File: config.mk
export PLATFORM = sky130hd
export DESIGN_NAME = vit_enc_arb
export DESIGN_NICKNAME = d
export VERILOG_FILES = /design/src/rtl/vit_enc_arb_pkg.sv /design/src/rtl/vit_rr_pick.sv /design/src/rtl/vit_enc_arb.sv
export SDC_FILE = /design/constraint.sdc
export NUM_CORES = 1
export LEC_CHECK = 0
export BUFFER_PORTS_ARGS = -buffer_cell sky130_fd_sc_hd__buf_2
export CORE_MARGIN = 8
export CORE_UTILIZATION = 44
export DETAILED_ROUTE_END_ITERATION = 10
export PLACE_DENSITY = 0.88
export SYNTH_ARGS = -nofsm -noshare
export SYNTH_HDL_FRONTEND = slang
export SYNTH_SLANG_ARGS = --single-unit
File: constraint.sdc
create_clock -name iclk -period 1.9 [get_ports iclk]
set_input_delay 0.095 -clock iclk [delete_from_list [all_inputs] [get_ports iclk]]
set_output_delay 0.095 -clock iclk [all_outputs]
set_load 0.1 [all_outputs]
File: src/rtl/vit_enc_arb_pkg.sv
// Shared types and helpers for the viterbi encoder arbiter and its round-robin picker.
package vit_enc_arb_pkg;

    typedef enum logic [1:0] {IDLE, BUSY, TERM} state_t;

    function automatic int idx_w(input int n);
        return (n > 1) ? $clog2(n) : 1;
    endfunction

endpackage

File: src/rtl/vit_rr_pick.sv
// Combinational round-robin picker: first set request at or above iptr, wrapping modulo pREQ_NUM.
module vit_rr_pick
    import vit_enc_arb_pkg::*;
#(
    parameter int pREQ_NUM = 4,
    parameter int pIDX_W   = idx_w(pREQ_NUM)
) (
    input  logic [pREQ_NUM-1:0] ireq,
    input  logic [pIDX_W-1:0]   iptr,
    output logic                ofound,
    output logic [pIDX_W-1:0]   oidx
);

    // Outer loop walks priority order, inner loop maps it to a constant bit index.
    always_comb begin
        ofound = 1'b0;
        oidx   = '0;
        for (int i = 0; i < pREQ_NUM; i++) begin
            for (int j = 0; j < pREQ_NUM; j++) begin
                if (!ofound && ireq[j] && ((int'(iptr) + i) % pREQ_NUM) == j) begin
                    ofound = 1'b1;
                    oidx   = pIDX_W'(j);
                end
            end
        end
    end

endmodule

File: src/rtl/vit_enc_arb.sv
// Frame-level round-robin arbiter sharing one convolutional encoder between bit-serial requesters.
module vit_enc_arb
    import vit_enc_arb_pkg::*;
#(
    parameter int pREQ_NUM = 4,
    parameter int pIDX_W   = idx_w(pREQ_NUM)
) (
    input  logic                iclk,
    input  logic                ireset,
    input  logic                iclkena,
    input  logic [pREQ_NUM-1:0] ireq_sop,
    input  logic [pREQ_NUM-1:0] ireq_val,
    input  logic [pREQ_NUM-1:0] ireq_eop,
    input  logic [pREQ_NUM-1:0] ireq_dat,
    output logic [pREQ_NUM-1:0] oreq_rdy,
    input  logic                ienc_rdy,
    output logic                oenc_sop,
    output logic                oenc_val,
    output logic                oenc_eop,
    output logic                oenc_dat,
    output logic [pIDX_W-1:0]   oenc_tag,
    output logic [pIDX_W-1:0]   ogrant,
    output logic                obusy
);

    state_t              state, state_nxt;
    logic [pIDX_W-1:0]   rr_ptr;
    logic [pIDX_W-1:0]   ptr_inc;
    logic                first_beat;
    logic                term_skip;
    logic [pREQ_NUM-1:0] cand;
    logic                pick_found;
    logic [pIDX_W-1:0]   pick_idx;
    logic                beat_acc;

    assign cand    = ireq_val & ireq_sop;
    assign ptr_inc = pIDX_W'((int'(ogrant) + 1) % pREQ_NUM);
    assign obusy   = (state != IDLE);

    vit_rr_pick #(
        .pREQ_NUM (pREQ_NUM),
        .pIDX_W   (pIDX_W)
    ) u_pick (
        .ireq   (cand),
        .iptr   (rr_ptr),
        .ofound (pick_found),
        .oidx   (pick_idx)
    );

    always_comb begin
        state_nxt = state;
        oreq_rdy  = '0;
        oenc_val  = 1'b0;
        oenc_sop  = 1'b0;
        oenc_eop  = 1'b0;
        oenc_dat  = ireq_dat[ogrant];
        oenc_tag  = ogrant;
        beat_acc  = 1'b0;
        case (state)
            IDLE: begin
                if (pick_found)
                    state_nxt = BUSY;
            end
            BUSY: begin
                oreq_rdy[ogrant] = ienc_rdy;
                oenc_val         = ireq_val[ogrant] & ienc_rdy;
                oenc_sop         = ireq_sop[ogrant] & first_beat;
                oenc_eop         = ireq_eop[ogrant];
                beat_acc         = oenc_val;
                if (beat_acc && ireq_eop[ogrant])
                    state_nxt = TERM;
            end
            TERM: begin
                // The encoder's ready is still stale on the entry cycle.
                if (!term_skip && ienc_rdy)
                    state_nxt = IDLE;
            end
            default: state_nxt = IDLE;
        endcase
    end

    always_ff @(posedge iclk) begin
        if (ireset) begin
            state      <= IDLE;
            rr_ptr     <= '0;
            ogrant     <= '0;
            first_beat <= 1'b0;
            term_skip  <= 1'b0;
        end else if (iclkena) begin
            state <= state_nxt;
            case (state)
                IDLE: begin
                    if (pick_found) begin
                        ogrant     <= pick_idx;
                        first_beat <= 1'b1;
                    end
                end
                BUSY: begin
                    if (beat_acc)
                        first_beat <= 1'b0;
                    if (state_nxt == TERM) begin
                        rr_ptr    <= ptr_inc;
                        term_skip <= 1'b1;
                    end
                end
                TERM:    term_skip <= 1'b0;
                default: term_skip <= 1'b0;
            endcase
        end
    end

endmodule

# == After elaboration in Yosys (flattened, before gate mapping) ==
# Index checks and enable logic that the tools add are counted.
# classes
n_reduce_logical,64
eq_ne,18
bitwise,8
mux,54
order_cmp,2
addsub,4
# ops
cell,count
$logic_not 32->1,4
$logic_and 1x1->1,34
$mux 2,17
$mux 1,28
$eq 3x3->1 const B,6
$logic_not 1->1,16
$eq 3x2->1 const B,3
$reduce_and 3->1,3
$and 4x4->4,2
$bmux 1 s2,4
$eq 2x2->1 const B,4
$ne 2x2->1 const B,3
$pmux 2 s3,1
$reduce_or 2->1,3
$add 2x1->2 const B,2
$add 2x2->2 const B,2
$eq 2x1->1 const B,2
$mux 4,1
$pmux 1 s2,2
$reduce_and 4->1,1
$reduce_bool 2->1,2
$and 1x1->1 const A,3
$lt 2x3->1 const B,1
$and 1x1->1,2
other kinds (4),4
# word_totals
ff_bits,8
inputBits,20
wordCells,155
output_inout_bits,13

# == Logic depth before layout (Yosys ltp) ==
# depth
word_depth,68
mapped_depth,5
mapped_depth_nobuf,4

# == Modules after synthesis ==
# Synthesis repeated with hierarchy kept, for this count alone.
# hier_totals
hier_cells,80
hier_area_um2,694.4
# by_module_without_submodules
mod,area_per_inst_um2,cells_per_inst,seq_area_each_um2,n_inst
vit_enc_arb,625.6,69,160.2,1
vit_rr_pick,68.8,11,0.0,1

# == Least setup slack after synthesis ==
# OpenSTA, ideal clock, no wires.
# synth_path
path_kind,register to output
start,"register ogrant[0], in the netlist oenc_tag[0]"
end,output oenc_sop
arrival_time_ns,2.280
n_path_buf,1
setup_slack_ns,-0.475
stages_incl_launch_ff,4
cell_sequence,dfxtp_1 -> buf_6 -> mux4_1 -> and3_1
# synth_between
elab_chain_len,4
# synth_rtl
element,line_no,rtl
from (decl),vit_enc_arb.sv:22,"output logic [pIDX_W-1:0] ogrant,"
from (signal assigned),vit_enc_arb.sv:94,ogrant <= pick_idx;
$bmux 1 s2,vit_enc_arb.sv:67,oenc_sop = ireq_sop[ogrant] & first_beat;
$mux 1 (implied by the code),vit_enc_arb.sv:67,
$and 1x1->1,vit_enc_arb.sv:67,
$mux 1,vit_enc_arb.sv:59,case (state)
to (decl),vit_enc_arb.sv:17,"output logic oenc_sop,"
# Every way passes these cells. The select of a mux whose other input is x is not followed.

# == Worst setup path in the final report ==
# layout_path
start,"register ogrant[0], in the netlist oenc_tag[0]"
end,output oenc_eop
# layout_between
elab_chain_len,3
# layout_rtl
element,line_no,rtl
$bmux 1 s2,vit_enc_arb.sv:68,oenc_eop = ireq_eop[ogrant];
$mux 1 (implied by the code),vit_enc_arb.sv:68,
$mux 1,vit_enc_arb.sv:59,
to (decl),vit_enc_arb.sv:19,"output logic oenc_eop,"
# Every way passes these cells. The select of a mux whose other input is x is not followed.

==> parameters.txt <==
Parameter                              Value

Run status
  Result of the run    complete, no violations

Detailed routing
  Final routed wirelength across all metal layers    1.931 mm
  Number of iterations in the first detailed-routing pass    4
  Number of violations reported at the end of detailed-routing iteration 0    15
  Residual DRC    0
  Via density    5.782
  DRT antenna net count    0
  Post-DR wirelength/cell    15.57 µm
  Total number of vias    717

Worst setup path
  Crit path capture type    output port
  Worst setup path class    reg2out
  R2R cell count    4
  R2R Setup Slk    400 ps
  Capture point of the worst reg-to-reg path    rr_ptr[1]
  Crit path arrival time    1740 ps
  Worst EP required    1800 ps
  Type of element launching the critical path    flip-flop
  Crit path max fanout    10
  R2r startpoint    oenc_tag[0]

Final layout
  Number of antenna cells inserted    0
  Fraction of layout instances using a drive strength above 1    0.4167
  Final core occ    0.5884
  Layout fillers    119
  Area growth from synthesis to layout    27.21%
  Number of nets at the end of the flow    133

Synth
  Synth warn    0
  Number of synthesized flops with an enable pin    0
  Primary FF master, synth    dfxtp_1
  Cell count after synthesis    76
  Synth cell types    33
  Cell area after synthesis    680.7 µm²
  Syn Area/Cell    8.956 µm²
  Async set or reset register ratio after synthesis    0
  Register bit total from synthesis    8
  Proportion of synthesized chip area in sequential cells    0.2353
  Number of nets in the synthesized netlist    100

Clock network
  Clk slew on worst S/H paths    60 ps
  Deepest level of the CTS H-tree    1
  Post-CTS setup buffer count    0
  CTS root buffer    clkbuf_4
  Num CTS Buffers    3
  Insertion delay of the later-clocked pin in the worst-skew pair    270 ps
  Number of buffers inserted by hold repair at cts    0
  Sink Count    8
  Max clock buf depth    2
  CTS tree    yes

Floorplan
  X dimension of the die    55.33 µm
  Floorplan die area    3061 µm²
  Placement row count    14
  Die Y-Extent    55.33 µm
  Num ports    33
  Core Area    1471 µm²
  Initial cell density of the core    0.4626

STA
  Final-report max-slew violation count    0
  Worst-case clock skew    4.136 ps
  Transition time at the pin with the least slew margin    489.1 ps
  Finish-stage setup viols    0
  RSZ-0062 raised after global routing    no
  Final Hold Vio Count    0
  Final worst path period share    0.9662
  Time the worst path needs with I/O delays and setup    1836 ps
  Maximum operating frequency    544.7 MHz
  Worst slew slack as a fraction of its limit    0.6762
  Sum of negative setup slack    0 ps

Global routing
  M3 GR Usage    0.04338
  Pin count of the biggest net entering global routing    11
  Number of global-route vias before repair    736
  Met2 layer usage reported by global route    0.2260
  Global-route wire length before repair    3.174 mm
  Met1 Resource Use GR    0.1096
  Global router's overall resource usage    0.1204
  Global route total overflow    0
  Initial antenna violation count    0
  GR peak layer    met2

Placed design
  Final estimated routing congestion in global placement    0.8879
  Number of input and output port buffers inserted    32
  Dpl hpwl    1.611 mm

Worst hold path
  Hold Path End    first_beat
  Hold crit path type    in2reg
  Start point of the worst min-delay path    iclkena
  Hold Path Depth    2

Power and ir drop
  Worst IR Drop VDD    0.3185 mV
  Power density relative to cell area    768.6 nW/µm²
  Static Leakage    0.4222 nW

Flow run
  Max-cap violation count    0
[metrics by stage]
| step | power, mW | cells | hold slack (ps) | cell area, µm² | setup WS [ps] |
|---|---|---|---|---|---|
| global placement | 0.5066 | 120 | 357.9 | 837.1 | 375.4 |
| floorplan | 0.4562 | 76 | 187.4 | 686.9 | 44.70 |
| finish | 0.6654 | 124 | 93.11 | 865.8 | 64.27 |
| detailed placement | 0.5139 | 120 | 368.4 | 837.1 | 344.6 |
| global route | 0.6869 | 124 | 106.3 | 865.8 | 5.404 |
| CTS | 0.6650 | 124 | 89.07 | 863.3 | 52.39 |
[power by group]
group / total [mW] / switching [mW] / internal (mW) / leakage (nW)
clock: 0.153 / 0.0721 / 0.0812 / 0.0150
combinational: 0.312 / 0.232 / 0.0803 / 0.341
sequential: 0.200 / 0.0202 / 0.180 / 0.0664
total: 0.665 / 0.324 / 0.341 / 0.422
[area by class of cell]
type	count	area [µm²]	area share
multi-input combinational	60	476.7	0.5506
sequential	8	165.2	0.1908
timing repair buffer	32	162.7	0.1879
clock buffer	4	26.28	0.03035
tap	16	20.02	0.02312
inverter	4	15.01	0.01734
[cells in the mapped netlist, types with 2 or more instances]
library cell	instances	area, µm²
buf_4	2	15.01
mux4_1	2	52.55
mux2i_1	2	20.02
mux4_2	2	45.04
dfxtp_1	8	160.2
nor2_1	8	30.03
ha_1	4	50.05
inv_1	4	15.01
o21ai_0	4	20.02
and2_1	2	12.51
a211oi_1	2	15.01
nand3_1	5	25.02
nand2_1	3	11.26
nand2b_1	2	12.51
and3_1	5	31.28
a21oi_1	4	20.02
[critical path, stage by stage, from the launching register on]
cell	delay [ps]
dfxtp_4	420
mux4_2	560
and2_2	210
buf_2	280
[worst max-delay path by stage]
| stage | startpoint | end | cells after the start |
|---|---|---|---|
| 5_1_grt | oenc_tag[0] | oenc_sop | 3 |
| 3_3_place_gp | oenc_tag[0] | oenc_val | 3 |
| 6_report | oenc_tag[0] | oenc_eop | 3 |
| 2_1_floorplan | oenc_tag[0] | oenc_sop | 3 |
| 3_5_place_dp | oenc_tag[0] | oenc_eop | 3 |
| 4_1_cts | state[0] | oenc_val | 3 |
[kinds of logic after synthesis]
group,after synthesis,share of synthesized area
compound gates,18,0.1857
fa+ha+maj,4,0.07353
buf+inv,8,0.06616
flops,8,0.2353
mux,6,0.1728
simple gates,32,0.2666
[what timing repair did]
item	CTS	global route
resized for setup	0	1
setup endpoints to repair	0	1
endpoints found under the hold margin	0	0
[metal layers]
layer  part of all wire  vias to the layer above
met2               0.51                       26
met1               0.38                      338
li1                   -                      351
met3              0.099                        2
met4             0.0098                        0
met5                  0                        -
[placed cells by master (no fill, tap or decap)]
| cell | instances |
|---|---|
| nor2_1 | 8 |
| a222oi_1 | 1 |
| mux4_2 | 2 |
| and2_1 | 1 |
| inv_1 | 4 |
| clkbuf_4 | 4 |
| or2_2 | 1 |
| nand2b_1 | 2 |
| mux2i_1 | 2 |
| and3_4 | 1 |
| nand4_1 | 1 |
| a21oi_1 | 4 |
| dfxtp_2 | 1 |
| ha_1 | 4 |
| and4b_1 | 1 |
| a221oi_1 | 1 |
| clkbuf_1 | 1 |
| o21ai_0 | 4 |
| a211oi_2 | 1 |
| a21oi_2 | 1 |
| nor2b_1 | 1 |
| mux4_1 | 2 |
| dfxtp_1 | 6 |
| buf_2 | 31 |
| o21a_1 | 1 |
| dfxtp_4 | 1 |
| a311oi_1 | 1 |
| nand3_1 | 5 |
| and3_1 | 5 |
| a22oi_1 | 1 |
| or3b_1 | 1 |
| and2_2 | 1 |
| nand3_2 | 1 |
| a211oi_1 | 2 |
| a21o_1 | 1 |
| nand2_1 | 3 |
[registers in the layout (all words and copies together), names as in the netlist]
signal and cells:
term_skip 1, first_beat 1, state 2, oenc_tag 2, rr_ptr 2
Note: power is estimated with default switching activity, not from simulation.
